`config.mk`:
```
export PLATFORM = sky130hd
export DESIGN_NAME = uart_xmt_fifo
export DESIGN_NICKNAME = d
export VERILOG_FILES = /design/src/rtl/uart_pkg.sv /design/src/rtl/uart_fifo.sv /design/src/rtl/uart_xmt_fifo.sv
export SDC_FILE = /design/constraint.sdc
export NUM_CORES = 1
export LEC_CHECK = 0
export ABC_CLOCK_PERIOD_IN_PS = 3320
export CAP_MARGIN = 20
export CORE_MARGIN = 10
export CORE_UTILIZATION = 30
export DETAILED_ROUTE_END_ITERATION = 7
export GPL_ROUTABILITY_DRIVEN = 0
export GPL_TIMING_DRIVEN = 0
export PLACE_DENSITY_LB_ADDON = 0.25
export SLEW_MARGIN = 40
export SYNTH_ARGS = -nofsm -noshare
export SYNTH_HDL_FRONTEND = slang
export SYNTH_SLANG_ARGS = --single-unit
export TNS_END_PERCENT = 5
```
`constraint.sdc`:
```
create_clock -name clk -period 3.32 [get_ports clk]
set_input_delay 0.664 -clock clk [delete_from_list [all_inputs] [get_ports clk]]
set_output_delay 0.664 -clock clk [all_outputs]
set_load 0.005 [all_outputs]
```
`src/rtl/uart_pkg.sv`:
```
// Shared definitions for the parametrised UART transmitter.
// Contents:
//   PAR_NONE / PAR_ODD / PAR_EVEN : parity mode encodings for the PARITY parameter
//   xmt_state_e                   : transmitter FSM state
//   cnt_width / lvl_width         : width helpers for bit timer and FIFO level
//   parity_bit                    : parity of a zero-extended character
package uart_pkg;

  localparam int PAR_NONE = 0;
  localparam int PAR_ODD  = 1;
  localparam int PAR_EVEN = 2;

  typedef enum logic [2:0] {
    ST_IDLE  = 3'd0,
    ST_START = 3'd1,
    ST_DATA  = 3'd2,
    ST_PAR   = 3'd3,
    ST_STOP  = 3'd4
  } xmt_state_e;

  // Bits needed for a down-counter holding n-1 .. 0.
  function automatic int cnt_width(input int n);
    return (n < 2) ? 1 : $clog2(n);
  endfunction

  // Bits needed for an occupancy count 0 .. depth.
  function automatic int lvl_width(input int depth);
    return $clog2(depth) + 1;
  endfunction

  // Parity bit for a character; unused upper bits must already be zero.
  function automatic logic parity_bit(input logic [7:0] data, input int mode);
    logic x;
    x = ^data;
    if (mode == PAR_ODD) begin
      return ~x;
    end else begin
      return x;
    end
  endfunction

endpackage

```
`src/rtl/uart_fifo.sv`:
```
// Synchronous FIFO buffering characters ahead of the transmitter.
// Ports:
//   clk, rst_n  : clock, asynchronous active-low reset
//   push_i      : write wdata_i (ignored while full_o)
//   wdata_i     : character to store
//   pop_i       : remove head entry (ignored while empty)
//   rdata_o     : current head entry
//   full_o      : level_o == DEPTH
//   level_o     : number of stored entries
//   overflow_o  : one-cycle pulse after a push that was refused because full
module uart_fifo
  import uart_pkg::*;
#(
  parameter int DEPTH = 16,
  parameter int WIDTH = 8
) (
  input  logic                        clk,
  input  logic                        rst_n,
  input  logic                        push_i,
  input  logic [WIDTH-1:0]            wdata_i,
  input  logic                        pop_i,
  output logic [WIDTH-1:0]            rdata_o,
  output logic                        full_o,
  output logic [lvl_width(DEPTH)-1:0] level_o,
  output logic                        overflow_o
);

  localparam int PW = $clog2(DEPTH);
  localparam int LW = lvl_width(DEPTH);

  logic [WIDTH-1:0] mem_q [DEPTH];
  logic [PW-1:0]    wr_ptr_q;
  logic [PW-1:0]    rd_ptr_q;
  logic [LW-1:0]    level_q;
  logic [LW-1:0]    level_d;
  logic             overflow_q;
  logic             wr_en_s;
  logic             rd_en_s;

  // full is judged on the registered level, so a same-cycle pop never frees room for a push.
  assign full_o     = (level_q == LW'(DEPTH));
  assign wr_en_s    = push_i & ~full_o;
  assign rd_en_s    = pop_i & (level_q != LW'(0));
  assign rdata_o    = mem_q[rd_ptr_q];
  assign level_o    = level_q;
  assign overflow_o = overflow_q;

  // Next occupancy: simultaneous push and pop leave it unchanged.
  always_comb begin
    level_d = level_q;
    if (wr_en_s && !rd_en_s) begin
      level_d = level_q + LW'(1);
    end else if (rd_en_s && !wr_en_s) begin
      level_d = level_q - LW'(1);
    end else begin
      level_d = level_q;
    end
  end

  // Pointers, level and overflow flag; pointers wrap naturally at DEPTH.
  always_ff @(posedge clk or negedge rst_n) begin
    if (!rst_n) begin
      wr_ptr_q   <= PW'(0);
      rd_ptr_q   <= PW'(0);
      level_q    <= LW'(0);
      overflow_q <= 1'b0;
    end else begin
      if (wr_en_s) begin
        wr_ptr_q <= wr_ptr_q + PW'(1);
      end
      if (rd_en_s) begin
        rd_ptr_q <= rd_ptr_q + PW'(1);
      end
      level_q    <= level_d;
      overflow_q <= push_i & full_o;
    end
  end

  // Storage array; contents are don't-care until written.
  always_ff @(posedge clk) begin
    if (wr_en_s) begin
      mem_q[wr_ptr_q] <= wdata_i;
    end
  end

endmodule

```
`src/rtl/uart_xmt_fifo.sv`:
```
// Parametrised serial transmitter with an input FIFO.
// Ports:
//   clk, reset   : clock, asynchronous active-low reset
//   load         : queue parallel_in (ignored while full)
//   parallel_in  : character; bits above DATA_BITS-1 are dropped
//   full         : FIFO full
//   empty        : FIFO empty and line idle
//   level        : FIFO occupancy (frame in the shifter not counted)
//   overflow     : one-cycle pulse after a refused load
//   serial_out   : TX line, idle high
// Frame: start(0), DATA_BITS data LSB first, optional parity, STOP_BITS stop(1),
// each bit BIT_CYCLES clocks. A queued character starts right after the last stop bit.
module uart_xmt_fifo
  import uart_pkg::*;
#(
  parameter int BIT_CYCLES = 1303,
  parameter int DATA_BITS  = 8,
  parameter int PARITY     = 0,
  parameter int STOP_BITS  = 1,
  parameter int FIFO_DEPTH = 16
) (
  input  logic                             clk,
  input  logic                             reset,
  input  logic                             load,
  input  logic [7:0]                       parallel_in,
  output logic                             full,
  output logic                             empty,
  output logic [lvl_width(FIFO_DEPTH)-1:0] level,
  output logic                             overflow,
  output logic                             serial_out
);

  localparam int               CW        = cnt_width(BIT_CYCLES);
  localparam int               LW        = lvl_width(FIFO_DEPTH);
  localparam logic [CW-1:0]    BIT_LAST  = CW'(BIT_CYCLES - 1);
  localparam logic [2:0]       DATA_LAST = 3'(DATA_BITS - 1);
  localparam logic [2:0]       STOP_LAST = 3'(STOP_BITS - 1);

  if (BIT_CYCLES < 2 || DATA_BITS < 5 || DATA_BITS > 8 || PARITY < 0 || PARITY > 2 ||
      STOP_BITS < 1 || STOP_BITS > 2 || FIFO_DEPTH < 2 ||
      (FIFO_DEPTH & (FIFO_DEPTH - 1)) != 0) begin : g_param_check
    $error("uart_xmt_fifo: illegal parameter combination");
  end

  xmt_state_e           state_q;
  xmt_state_e           state_d;
  logic [CW-1:0]        cnt_q;
  logic [CW-1:0]        cnt_d;
  logic [2:0]           idx_q;
  logic [2:0]           idx_d;
  logic [DATA_BITS-1:0] shift_q;
  logic [DATA_BITS-1:0] shift_d;
  logic                 par_q;
  logic                 par_d;
  logic                 serial_q;
  logic                 serial_d;
  logic                 pop_s;
  logic                 bit_done_s;
  logic                 avail_s;
  logic [DATA_BITS-1:0] head_s;
  logic                 unused_s;

  // Upper character bits are intentionally discarded when DATA_BITS < 8.
  assign unused_s = ^parallel_in;

  uart_fifo #(
    .DEPTH (FIFO_DEPTH),
    .WIDTH (DATA_BITS)
  ) u_fifo (
    .clk        (clk),
    .rst_n      (reset),
    .push_i     (load),
    .wdata_i    (parallel_in[DATA_BITS-1:0]),
    .pop_i      (pop_s),
    .rdata_o    (head_s),
    .full_o     (full),
    .level_o    (level),
    .overflow_o (overflow)
  );

  assign avail_s    = (level != LW'(0));
  assign bit_done_s = (cnt_q == CW'(0));
  assign serial_out = serial_q;
  assign empty      = (level == LW'(0)) && (state_q == ST_IDLE);

  // Next-state logic: bit timer, bit index, shifter and FIFO pop.
  always_comb begin
    state_d = state_q;
    cnt_d   = cnt_q;
    idx_d   = idx_q;
    shift_d = shift_q;
    par_d   = par_q;
    pop_s   = 1'b0;
    case (state_q)
      ST_IDLE: begin
        if (avail_s) begin
          pop_s   = 1'b1;
          state_d = ST_START;
          cnt_d   = BIT_LAST;
          idx_d   = 3'd0;
          shift_d = head_s;
          par_d   = parity_bit(8'(head_s), PARITY);
        end else begin
          state_d = ST_IDLE;
        end
      end
      ST_START: begin
        if (bit_done_s) begin
          state_d = ST_DATA;
          cnt_d   = BIT_LAST;
          idx_d   = 3'd0;
        end else begin
          cnt_d = cnt_q - CW'(1);
        end
      end
      ST_DATA: begin
        if (bit_done_s) begin
          cnt_d = BIT_LAST;
          if (idx_q == DATA_LAST) begin
            idx_d = 3'd0;
            if (PARITY != PAR_NONE) begin
              state_d = ST_PAR;
            end else begin
              state_d = ST_STOP;
            end
          end else begin
            idx_d   = idx_q + 3'd1;
            shift_d = shift_q >> 1;
          end
        end else begin
          cnt_d = cnt_q - CW'(1);
        end
      end
      ST_PAR: begin
        if (bit_done_s) begin
          state_d = ST_STOP;
          cnt_d   = BIT_LAST;
          idx_d   = 3'd0;
        end else begin
          cnt_d = cnt_q - CW'(1);
        end
      end
      ST_STOP: begin
        if (bit_done_s) begin
          if (idx_q != STOP_LAST) begin
            idx_d = idx_q + 3'd1;
            cnt_d = BIT_LAST;
          end else if (avail_s) begin
            // Chain straight into the next start bit with no idle gap.
            pop_s   = 1'b1;
            state_d = ST_START;
            cnt_d   = BIT_LAST;
            idx_d   = 3'd0;
            shift_d = head_s;
            par_d   = parity_bit(8'(head_s), PARITY);
          end else begin
            state_d = ST_IDLE;
            cnt_d   = CW'(0);
            idx_d   = 3'd0;
          end
        end else begin
          cnt_d = cnt_q - CW'(1);
        end
      end
      default: begin
        state_d = ST_IDLE;
        cnt_d   = CW'(0);
        idx_d   = 3'd0;
      end
    endcase
  end

  // Line level for the state being entered, so serial_out is a plain register.
  always_comb begin
    serial_d = 1'b1;
    case (state_d)
      ST_START: serial_d = 1'b0;
      ST_DATA:  serial_d = shift_d[0];
      ST_PAR:   serial_d = par_d;
      default:  serial_d = 1'b1;
    endcase
  end

  // FSM and datapath registers; reset forces the line high immediately.
  always_ff @(posedge clk or negedge reset) begin
    if (!reset) begin
      state_q  <= ST_IDLE;
      cnt_q    <= CW'(0);
      idx_q    <= 3'd0;
      shift_q  <= {DATA_BITS{1'b0}};
      par_q    <= 1'b0;
      serial_q <= 1'b1;
    end else begin
      state_q  <= state_d;
      cnt_q    <= cnt_d;
      idx_q    <= idx_d;
      shift_q  <= shift_d;
      par_q    <= par_d;
      serial_q <= serial_d;
    end
  end

endmodule
```
# After elaboration in Yosys (flattened, before gate mapping)
# Memory sizes are Yosys's and may differ from the RTL's.
# Cells that the tools add are included.
[op_classes]
addsub = 6
n_eq_ne = 15
muxes = 40
n_bitwise = 4
n_reduce_logical = 17
[ops]
columns = ["op", "count"]
rows = [
  ["$mux 11", 5],
  ["$mux 8", 5],
  ["$mux 3", 12],
  ["$pmux 11 s3", 1],
  ["$pmux 8 s3", 1],
  ["$pmux 3 s5", 1],
  ["$eq 3x2->1 const B", 4],
  ["$pmux 3 s4", 1],
  ["$logic_not 11->1", 1],
  ["$sub 11x1->11 const B", 1],
  ["$mux 5", 2],
  ["$ne 2x2->1 const B", 5],
  ["$mux 1", 9],
  ["$add 4x1->4 const B", 2],
  ["$reduce_xor 8->1", 1],
  ["$eq 3x1->1 const B", 2],
  ["$eq 3x3->1 const B", 2],
  ["$reduce_bool 3->1", 2],
  ["$add 5x1->5 const B", 1],
  ["$eq 5x5->1 const B", 1],
  ["$logic_not 5->1", 1],
  ["$reduce_and 5->1", 1],
  ["$reduce_bool 5->1", 1],
  ["$sub 5x1->5 const B", 1],
  ["other kinds (13)", 19],
]
[word_totals]
regBits = 41
ramBits = 128
in_bits = 11
wordCells = 94
memories = 1
[mem_list]
columns = ["name", "depth", "word_bits", "read_ports", "rd_clocked_by_memory_dff", "write_ports", "line_no", "rtl"]
rows = [
  ["u_fifo.mem_q", 16, 8, 1, 0, 1, "uart_fifo.sv:31", "logic [WIDTH-1:0] mem_q [DEPTH];"],
]

# Depth between registers and ports, before layout
# Gate-level depths: netlist of run 1.
[logic_depth]
ltp_word = 9
mapped_depth = 16

# By module
# Synthesis of run 1 repeated with hierarchy kept, for this count alone.
[unflattened]
hier_cells = 492
area_unflattened_um2 = 7526.0
[modules_own_cells]
columns = ["module", "instances", "cells_each", "area_each_um2", "seq_area_each_um2"]
rows = [
  ["uart_fifo", 1, 323, 5851.9, 4194.0],
  ["uart_xmt_fifo", 1, 169, 1674.1, 676.9],
]

# Worst setup path after synthesis of run 1
# OpenSTA, ideal clock, no wires.
[synth_timing]
path_kind = "reg2reg"
start = "reg cnt_q[0]"
end = "reg u_fifo.level_q[4] (netlist: u_fifo.level_o[4])"
setup_ns = 0.126
arrival_time_ns = 3.114
t_required_ns = 3.194
path_slack_ns = 0.080
path_stages_with_launch = 17
path_buffers = 1
synth_period_minus_slack_ns = 3.240
cell_sequence = "dfrtp_1 inv_1 ha_1 nor3b_1 nand4_1 nand2_1 and2_1 clkbuf_1 clkinv_1 ha_1 inv_1 ha_1 a21o_1 a21oi_1 xnor2_1 nor2_1 xor2_1"
[synth_between]
elab_chain_cells = 7
elab_cells_between_ends = 9
[synth_rtl]
columns = ["element", "line_no", "rtl"]
rows = [
  ["start: declaration", "uart_xmt_fifo.sv:47", "logic [CW-1:0] cnt_q;"],
  ["start signal: assignment", "uart_xmt_fifo.sv:195", "cnt_q <= cnt_d;"],
  ["$logic_not 11->1 (*)", "uart_xmt_fifo.sv:82", "assign bit_done_s = (cnt_q == CW'(0));"],
  ["$mux 1 (*)", "uart_xmt_fifo.sv:144", "if (bit_done_s) begin"],
  ["$pmux 1 s2 (*)", "uart_xmt_fifo.sv:94", "case (state_q)"],
  ["$and 1x1->1 (*)", "uart_fifo.sv:43", "assign rd_en_s = pop_i & (level_q != LW'(0));"],
  ["$logic_not 1->1", "uart_fifo.sv:51", "if (wr_en_s && !rd_en_s) begin"],
  ["$logic_and 1x1->1", "uart_fifo.sv:51", ""],
  ["$mux 5 / $reduce_bool 2->1 (equally long branches)", "-", ""],
  ["end signal: assignment", "uart_fifo.sv:74", "level_q <= level_d;"],
  ["end: declaration", "uart_fifo.sv:34", "logic [LW-1:0] level_q;"],
]
# Mark *: on every way between the ends. The rest lies on a longest branch, timed or not.
# A chain may end at the register's enable or synchronous reset.

# Final worst setup path of run 1
[layout_timing]
start = "reg u_fifo.level_q[1] (netlist: u_fifo.level_o[1])"
end = "reg u_fifo.level_q[4] (netlist: u_fifo.level_o[4])"
[layout_between]
elab_chain_cells = 9
elab_cells_between_ends = 18
[layout_rtl]
columns = ["element", "line_no", "rtl"]
rows = [
  ["$reduce_bool 5->1", "uart_fifo.sv:43, uart_xmt_fifo.sv:81", ""],
  ["$mux 1", "uart_xmt_fifo.sv:96, uart_xmt_fifo.sv:148", ""],
  ["$mux 1", "uart_xmt_fifo.sv:145", "if (idx_q != STOP_LAST) begin"],
  ["$mux 1", "uart_xmt_fifo.sv:144", ""],
  ["$pmux 1 s2", "uart_xmt_fifo.sv:94", ""],
  ["$and 1x1->1", "uart_fifo.sv:43", ""],
  ["$logic_not 1->1", "uart_fifo.sv:51", ""],
  ["$logic_and 1x1->1", "uart_fifo.sv:51", ""],
  ["$mux 5 / $reduce_bool 2->1 (equally long branches)", "-", ""],
]
# Several ways; a longest one is shown, not always the timed one. The select of a mux whose other input is x is not followed.

==> run metrics, run 1 <==
outcome complete, no violations; Setup Buffers After CTS 0; io pins 20; Detailed Place HPWL approximately 11 mm; antenna violations before repair 0; Synth async-reset ratio 0.243; port bufs 19; Clock transition at path regs 0.07 ns; Detail Route Antenna Nets 0; max_cap viols 0; number of diodes 0; first-pass GRT wire length 25.2 mm; Cell Rows 57; YS warnings 0; Sw Ratio 0.352; WL final about 16 mm; Root Buffer clkbuf_16; number of synthesized flops with an enable pin 128; layout cell share with drive strength beyond 1 0.173; Sw Pwr 2700 uW; final hold vios 0; detailed-route via count 4254; synthesized area 0.00731 mm2; Slew Limit Fails 0; sequential power share 0.379; htree depth 4; share of the synthesized area in the top cell type 0.526; Avg Cell Area, Syn 15.1 um2; drt initial violations 241; area leader, netlist edfxtp_1; Layout Cells excl Fill 856; Sink Count approximately 170; Synth Register Bits roughly 170; top_reg_cell synth edfxtp_1; fin nets 545; Layout fillers 2283; Placeable Area between 0.02 and 0.025 mm2; Hold Crit Class input pin to asynchronous set/reset pin; Worst-Skew Late Latency 0.42 ns; Worst Skew 0.00908 ns; max frequency 0.325 GHz; pin count of the biggest net entering global routing 42; clock power share 0.256; Max VDD drop 335 uV; post-synthesis cell type count 53; worst-margin pin slew 0.784 ns; period utilization 0.927; GRT Util Overall 0.105; Syn Inst Count between 400 and 500; critical path class register to register; Layout area overhead 17.5%; CP arrival 3.38 ns; Die Wd 176 um; Routed wire per std cell around 19 um; Setup crit start kind register; Post-Place Cells 826; die extent in y 176 um; CTS buffer count 17; GRT overflow 0; Pint 4980 uW; CTS tree built; final setup fails 0; power per cell area 894 mW/mm2; power share of the combinational group 0.365; final setup TNS 0 ns; Die ar. about 0.031 mm2; register area share after synthesis 0.666; Initial Utilization 0.302; drt pass-1 iters 6; CP Capture Type register; critical path fanouts, max 9; clk buf depth 2; top post-synthesis cells by area edfxtp_1 53%, dfrtp_1 14%, mux4_2 4.9%, mux2i_1 4.4%, ha_1 2.2%; DRC viols 0; fin crit period about 3.1 ns; critical path data required time between 3 and 4 ns; routed vias/inst 4.97; Slew Limit Headroom 0.475; leakage 0.00303 uW; Mapped Nets 508; vias in the first global route about 4300; commonest non-fill, non-tap cell in the layout edfxtp_1; most frequent cells in the layout 128 x edfxtp_1, 40 x dfrtp_1, 32 x mux2i_1
state kept, by name (all words and copies together) (netlist names):
name	flops
u_fifo.rd_ptr_q	4
u_fifo.mem_q	128
idx_q	3
shift_q	8
u_fifo.wr_ptr_q	4
state_q	3
par_q	1
cnt_q	11
u_fifo.overflow_o	1
serial_out	1
u_fifo.level_o	5
layer usage:
metal,vias up,track usage,share of wire
met5,-,0,0
met4,0,0.0314,0.016
li1,1960,-,-
met2,94,0.170,0.48
met1,2181,0.136,0.46
met3,19,0.0267,0.038
stage by stage:
stage | hold WS (ns) | setup WS (ns) | total power [uW] | util | cell area, um2
after floorplan | 0.368 | 0.0802 | 4880 | - | 7310
after global placement | 0.471 | -0.595 | 5590 | 0.327 | 7910
after detailed placement | 0.475 | -0.634 | 5700 | 0.329 | 7940
after CTS | 0.237 | 0.0121 | 7700 | 0.353 | 8550
after global routing | 0.250 | -0.0198 | 8110 | 0.355 | 8590
final | 0.214 | 0.244 | 7680 | 0.355 | 8590
worst paths after layout:
check / start / to / slack, ns / cells after the start
worst max-delay path: u_fifo.level_o[1]$_DFFE_PN0P_ / u_fifo.level_o[4]$_DFFE_PN0P_ / 0.24 / 13
worst min-delay path: reset / u_fifo.level_o[2]$_DFFE_PN0P_ / 0.21 / 1
worst max register to register: u_fifo.level_o[1]$_DFFE_PN0P_ / u_fifo.level_o[4]$_DFFE_PN0P_ / 0.24 / 13
worst min register to register: shift_q[7]$_DFFE_PN0P_ / shift_q[7]$_DFFE_PN0P_ / 0.49 / 2
max in group asynchronous: reset / shift_q[3]$_DFFE_PN0P_ / 2.72 / 1
min in group clk: shift_q[7]$_DFFE_PN0P_ / shift_q[7]$_DFFE_PN0P_ / 0.49 / 2
cell usage after synthesis, types with 11 or more instances:
master / n
edfxtp_1: 128
dfrtp_1: 40
mux2i_1: 32
nor2_1: 30
nand2_1: 23
o21ai_0: 20
a221oi_1: 16
mux4_2: 16
a21oi_1: 13
ha_1: 13
xnor2_1: 12
nor3_1: 11
critical path: stages (launching register included):
cell and delay [ns]:
dfrtp_1 0.46, nor4_4 0.38, nor2b_4 0.25, nor3_2 0.09
and2_4 0.21, inv_4 0.13, ha_1 0.21, inv_1 0.10
fa_1 0.41, a21o_1 0.17, a21oi_1 0.18, xnor2_1 0.14
nor2_1 0.07, xor2_1 0.15
repair_timing:
item,in CTS,in global routing
endpoints found under the hold margin,0,0
endpoints found under the setup margin,4,3
resized for setup,6,7
hold buffers,0,0
power groups by stage:
| stage | logic (uW) | clock network (uW) | registers, uW |
|---|---|---|---|
| 2_1_floorplan | 2010 | 0 | 2870 |
| 3_3_place_gp | 2680 | 0 | 2910 |
| 3_5_place_dp | 2770 | 0 | 2930 |
| 4_1_cts | 2790 | 2000 | 2900 |
| 5_1_grt | 3060 | 2100 | 2960 |
| 6_report | 2800 | 1970 | 2910 |
area by class of cell:
| class | instances | area, um2 | area share |
|---|---|---|---|
| flip-flops and latches | 169 | 4870 | 0.567 |
| multi-input cells | 283 | 2360 | 0.275 |
| clock buffers | 17 | 425 | 0.0495 |
| well taps | 324 | 405 | 0.0472 |
| repair buffers | 19 | 188 | 0.0218 |
| clock inverters | 14 | 154 | 0.0179 |
| plain buffers | 21 | 146 | 0.0170 |
| inverters | 9 | 36.3 | 0.00422 |
logic make-up after synthesis:
family                     synth area share
AOI/OAI and AO/OA                    0.0991
muxes                                0.0962
xor gates and xnor gates             0.0180
buffers and inverters                0.0252
DFF                                   0.666
adders and majority gates            0.0250
and+or+nand+nor                      0.0702
Note: power is estimated with default switching activity, not from simulation.
==> run 2, diff against run 1 <==
Settings changed: CORE_UTILIZATION 30 to 40.
==> run 2 against run 1 <==
First-iteration DRC count increased by 35%. Worst hold slack got worse by 0.0034 ns. Register-to-register slack about the same. Power decreased by 1.2%. Cell area decreased by 1.8%. Core utilization increased by 11 points. Routed wire length decreased by 2.1%. Clock skew increased by 0.0050 ns. Critical path type is now register to primary output. Largest power group unchanged.
==> run metrics, run 2 (synthesized netlist as in run 1, its figures left out) <==
setup ws final 0.172 ns (-0.0720 ns); power per cell area 900 mW/mm2 (+0.63%); Layout area overhead 15.4%; Worst path max stage delay 0.66 ns (+0.20 ns); io pins 20 (unchanged); Detailed Place HPWL 10.6 mm (-1.5%); worst-margin pin slew 0.810 ns (+0.0258 ns); max frequency 0.318 GHz (-2.3%); fin nets 545 (unchanged); port bufs 19 (unchanged); vias in the first global route 4350 (+1.2%); die extent in y 155 um (-12%); Slew Limit Fails 0 (unchanged); clk buf depth 2 (unchanged); Root Buffer clkbuf_16; Worst R2R Setup Slack 0.24 ns (about the same); GRT Util Overall 0.134 (+0.0291); reg2reg path depth 15 (+2); outcome complete, no violations; crit-path leading delay family simple AND/OR/NAND/NOR gates; RSZ-0062 raised after global routing no; highest-delay cell along the critical path nor3_1; drt initial violations 326 (+35%); Die ar. 0.0241 mm2 (-22%); DP Worst Slack -0.579 ns (+0.0545 ns); final hold vios 0 (unchanged); Sink Count 169 (unchanged); Placeable Area 0.0180 mm2 (-26%); Cell Rows 49 (-14%); most frequent cells in the layout 128 x edfxtp_1, 40 x dfrtp_1, 32 x mux2i_1; Largest register FFs 128 (unchanged); CP arrival 2.48 ns (-0.90 ns); antenna violations before repair 0 (unchanged); first-pass GRT wire length 24.7 mm (-1.8%); Buf+Inv Stages, Crit Path 2 (unchanged); final core occ 0.470 (+0.114); Initial Utilization 0.407 (+0.105); GRT overflow 0 (unchanged); layout cell share with drive strength beyond 1 0.158 (-0.0153); routed vias/inst 5.58 (+12%); WL final 15.7 mm (-2.1%); drt pass-1 iters 5 (-1); final setup fails 0 (unchanged); CTS buffer count 17 (unchanged); CP Capture Type primary output; DRC viols 0 (unchanged); Largest regs u_fifo.mem_q (128), cnt_q (11), shift_q (8); number of diodes 0 (unchanged); leakage 0.00302 uW (-0.24%); critical path data required time 2.66 ns (-0.96 ns); htree depth 4 (unchanged); Hold Crit Class input pin to asynchronous set/reset pin; critical path class register to primary output; period utilization 0.948 (+0.0217); critical path fanouts, max 9 (unchanged); detailed-route via count 4254 (unchanged); Biggest register u_fifo.mem_q; Routed wire per std cell 20.6 um (+10%); pin count of the biggest net entering global routing 42 (unchanged); Worst Skew 0.0141 ns (+0.00505 ns); reg2reg end u_fifo.level_o[4]$_DFFE_PN0P_; Clock transition at path regs 0.07 ns (about the same); Die Wd 155 um (-12%); fin crit period 3.15 ns (+0.0720 ns); Max VDD drop 459 uV (+37%); Setup crit start kind register; max_cap viols 0 (unchanged); worst-path cell chain clkbuf_1 > nor3_1 > and2_1 > clkdlybuf4s50_1; Detail Route Antenna Nets 0 (unchanged); FF-to-FF Start cnt_q[0]$_DFFE_PN0N_; final instance area 0.00843 mm2 (-1.8%); commonest non-fill, non-tap cell in the layout edfxtp_1; Slew Limit Headroom 0.458 (-0.0163); Worst-Skew Late Latency 0.43 ns (about the same); CTS tree built; placed inst area 0.00780 mm2 (-1.7%)
## run 2: cell count changes in the layout (fill, tap and decap cells not counted), sizes merged
cell	previous run	this run
clkinv	3	5
bufinv	1	0
## run 2: how the worst max path moves through the flow
stage	startpoint	endpoint	cells past startpoint
after CTS	cnt_q[3]$_DFFE_PN0N_	u_fifo.level_o[4]$_DFFE_PN0P_	13
after global placement	cnt_q[0]$_DFFE_PN0N_	u_fifo.level_o[4]$_DFFE_PN0P_	16
after detailed placement	cnt_q[0]$_DFFE_PN0N_	u_fifo.level_o[4]$_DFFE_PN0P_	16
final	state_q[1]$_DFF_PN0_	empty	4
after floorplan	cnt_q[0]$_DFFE_PN0N_	u_fifo.level_o[4]$_DFFE_PN0P_	16
after global routing	state_q[1]$_DFF_PN0_	empty	4
## run 2: metal layers
metal / global-route usage / up-vias / routed length (um) / part of all wire
li1: - / 1966 / - / -
met1: 0.170 / 2163 / 7010 / 0.45
met2: 0.218 / 107 / 7690 / 0.49
met3: 0.0367 / 18 / 779 / 0.050
met4: 0.0437 / 0 / 244 / 0.016
met5: 0 / - / 0 / 0
## run 2: what timing repair did
action | 4_1_cts | 5_1_grt
setup buffers | 0 | 0
endpoints found under the hold margin | 0 | 0
pin swaps | 0 | 0
hold buffers | 0 | 0
endpoints found under the setup margin | 4 | 2
resized for setup | 5 | 6
## run 2: through the flow
step	hold WS (ns)	total power [uW]	instances	setup TNS [ns]
after CTS	0.235	7600	762	0
final	0.210	7590	762	0
after global routing	0.250	8030	762	0
after floorplan	0.368	4880	483	0
after global placement	0.466	5570	731	-2.60
after detailed placement	0.477	5660	731	-1.37
## run 2: layout make-up
| cell class | instances | area [um2] |
|---|---|---|
| clock buffer | 17 | 425 |
| fill | 1568 | 9530 |
| clock inverter | 15 | 153 |
| multi-input combinational | 283 | 2330 |
| timing repair buffer | 19 | 188 |
| tap | 229 | 287 |
| sequential | 169 | 4870 |
| inverter | 9 | 36.3 |
| buffer | 21 | 146 |
## run 2: report_power, final
part           switching [uW]  total, uW  internal [uW]
registers                 230       2900           2670
logic                    1540       2770           1230
clock network             917       1920           1000
==> run 3, diff against run 2 <==
Settings changed: PLACE_DENSITY_LB_ADDON 0.25 to 0.15, SKIP_LAST_GASP set to 1.
==> run 3 against run 2 <==
Clock power rose by 4%. Largest cell class unchanged. Largest power group unchanged. Power rose by 1.5%. Clock skew barely moved.
==> run metrics, run 3 (synthesized netlist as in run 1, its figures left out) <==
FF-to-FF Start u_fifo.level_o[1]$_DFFE_PN0P_; final setup fails 0 (unchanged); CTS tree built; pin count of the biggest net entering global routing 22 (-48%); fin crit period 3.15 ns (+0.00215 ns); Clock transition at path regs 0.07 ns (about the same); Hold-fix buffers, CTS 0 (unchanged); leakage 0.00304 uW (+0.70%); Die Wd 155 um (unchanged); Layout fillers 1570 (+0.13%); RSZ-0062 raised after global routing no; critical path class register to primary output; Worst Skew 0.0145 ns (+0.000347 ns); Detail Route Antenna Nets 0 (unchanged); Sink Count 169 (unchanged); io pins 20 (unchanged); outcome complete, no violations; routed vias/inst 5.52 (-1.2%); drt pass-1 iters 6 (+1); power per cell area 907 mW/mm2 (+0.85%); period utilization 0.949 (about the same); Routed wire per std cell 21.3 um (+3.0%); Slew Limit Headroom 0.458 (about the same); Largest regs u_fifo.mem_q (128), cnt_q (11), shift_q (8); CP arrival 2.49 ns (about the same); Slew Limit Fails 0 (unchanged); layout cell share with drive strength beyond 1 0.157 (-0.000295); antenna violations before repair 0 (unchanged); Layout area overhead 16.1%; number of diodes 0 (unchanged); clk buf depth 2 (unchanged); hold slack 0.120 ns (-0.0903 ns); Worst-Skew Late Latency 0.44 ns (about the same); Detailed Place HPWL 10.8 mm (+2.7%); Initial Utilization 0.407 (unchanged); GRT Util Overall 0.140 (+0.00562); Largest register FFs 128 (unchanged); max frequency 0.317 GHz (about the same); setup ws final 0.170 ns (-0.00214 ns); GRT overflow 0 (unchanged); Hold Crit Class input pin to asynchronous set/reset pin; detailed-route via count 4210 (-1.0%); highest-delay cell along the critical path nor3_1; critical path fanouts, max 9 (unchanged); die extent in y 155 um (unchanged); crit path from state_q[1]$_DFF_PN0_; Placeable Area 0.0180 mm2 (unchanged); Setup Buffers After CTS 0 (unchanged); Worst path max stage delay 0.69 ns (+0.03 ns); final hold vios 0 (unchanged); Max VDD drop 458 uV (-0.13%); crit-path leading delay family simple AND/OR/NAND/NOR gates; most frequent cells in the layout 128 x edfxtp_1, 40 x dfrtp_1, 32 x mux2i_1; CTS buffer count 17 (unchanged); Root Buffer clkbuf_16; Cell Rows 49 (unchanged); WL final 16.2 mm (+3.1%); Buf+Inv Stages, Crit Path 2 (unchanged); DRC viols 0 (unchanged); drt initial violations 297 (-8.9%); vias in the first global route 4367 (+0.39%); worst-margin pin slew 0.810 ns (+0.000184 ns); DP Worst Slack -0.614 ns (-0.0354 ns); critical path data required time 2.66 ns (about the same); Die ar. 0.0241 mm2 (unchanged); Layout Cells excl Fill 763 (+0.13%); first-pass GRT wire length 25.3 mm (+2.5%); commonest non-fill, non-tap cell in the layout edfxtp_1; Post-Place Cells 732 (+0.14%); fin nets 546 (+0.18%); Biggest register u_fifo.mem_q; htree depth 4 (unchanged); final setup TNS 0 ns (unchanged); worst-path cell chain clkbuf_1 > nor3_1 > and2_1 > clkdlybuf4s50_1; CP Capture Type primary output; port bufs 19 (unchanged); max_cap viols 0 (unchanged); Setup crit start kind register
## run 3: power breakdown
group	switching, uW	internal [uW]
Clock	869	1130
Sequential	238	2670
Combinational	1560	1240
## run 3: metal layers
| metal | track usage | wire, um | vias to the layer above |
|---|---|---|---|
| met2 | 0.226 | 7910 | 77 |
| li1 | - | - | 1968 |
| met1 | 0.182 | 7600 | 2156 |
| met3 | 0.0364 | 578 | 9 |
| met4 | 0.0388 | 131 | 0 |
| met5 | 0 | 0 | - |
## run 3: path summary, 6_finish.rpt
check	end	slack, ns	cells past startpoint
max	empty	0.17	4
min	cnt_q[0]$_DFFE_PN0N_	0.12	1
min reg2reg	shift_q[7]$_DFFE_PN0P_	0.49	2
min in group clk	shift_q[7]$_DFFE_PN0P_	0.49	2
max reg2reg	u_fifo.level_o[4]$_DFFE_PN0P_	0.24	13
max in group asynchronous	state_q[0]$_DFF_PN0_	2.79	2
## run 3: what timing repair did
action                     4_1_cts  5_1_grt
pin swaps                        0        1
resized for setup                9        3
setup endpoints to repair        5        2
hold endpoints to repair         0        0
## run 3: area by class of cell
cell class	instances	area (um2)	area share
Clock inverter	14	166	0.0196
Clock buffer	18	429	0.0506
Sequential cell	169	4870	0.574
Timing Repair Buffer	20	215	0.0254
Buffer	21	146	0.0172
Inverter	9	36.3	0.00427
Tap cell	229	287	0.0338
Multi-Input combinational cell	283	2340	0.275
## run 3: worst register-to-register path: cells and delay by family (launching register included)
kind	cells	cell delay [ns]
and+or+nand+nor	5	1.01
DFF	1	0.46
AOI/OAI and AO/OA	2	0.36
buffers and inverters	2	0.24
xor gates and xnor gates	2	0.28
adders and majority gates	2	0.63
## run 3: through the flow
stage                     instance area, um2   util  total power [uW]
after CTS                               8470  0.471              7730
after floorplan                         7310      -              4880
after global routing                    8490  0.473              8150
final                                   8490  0.473              7700
after detailed placement                7830  0.436              5700
after global placement                  7790  0.433              5600
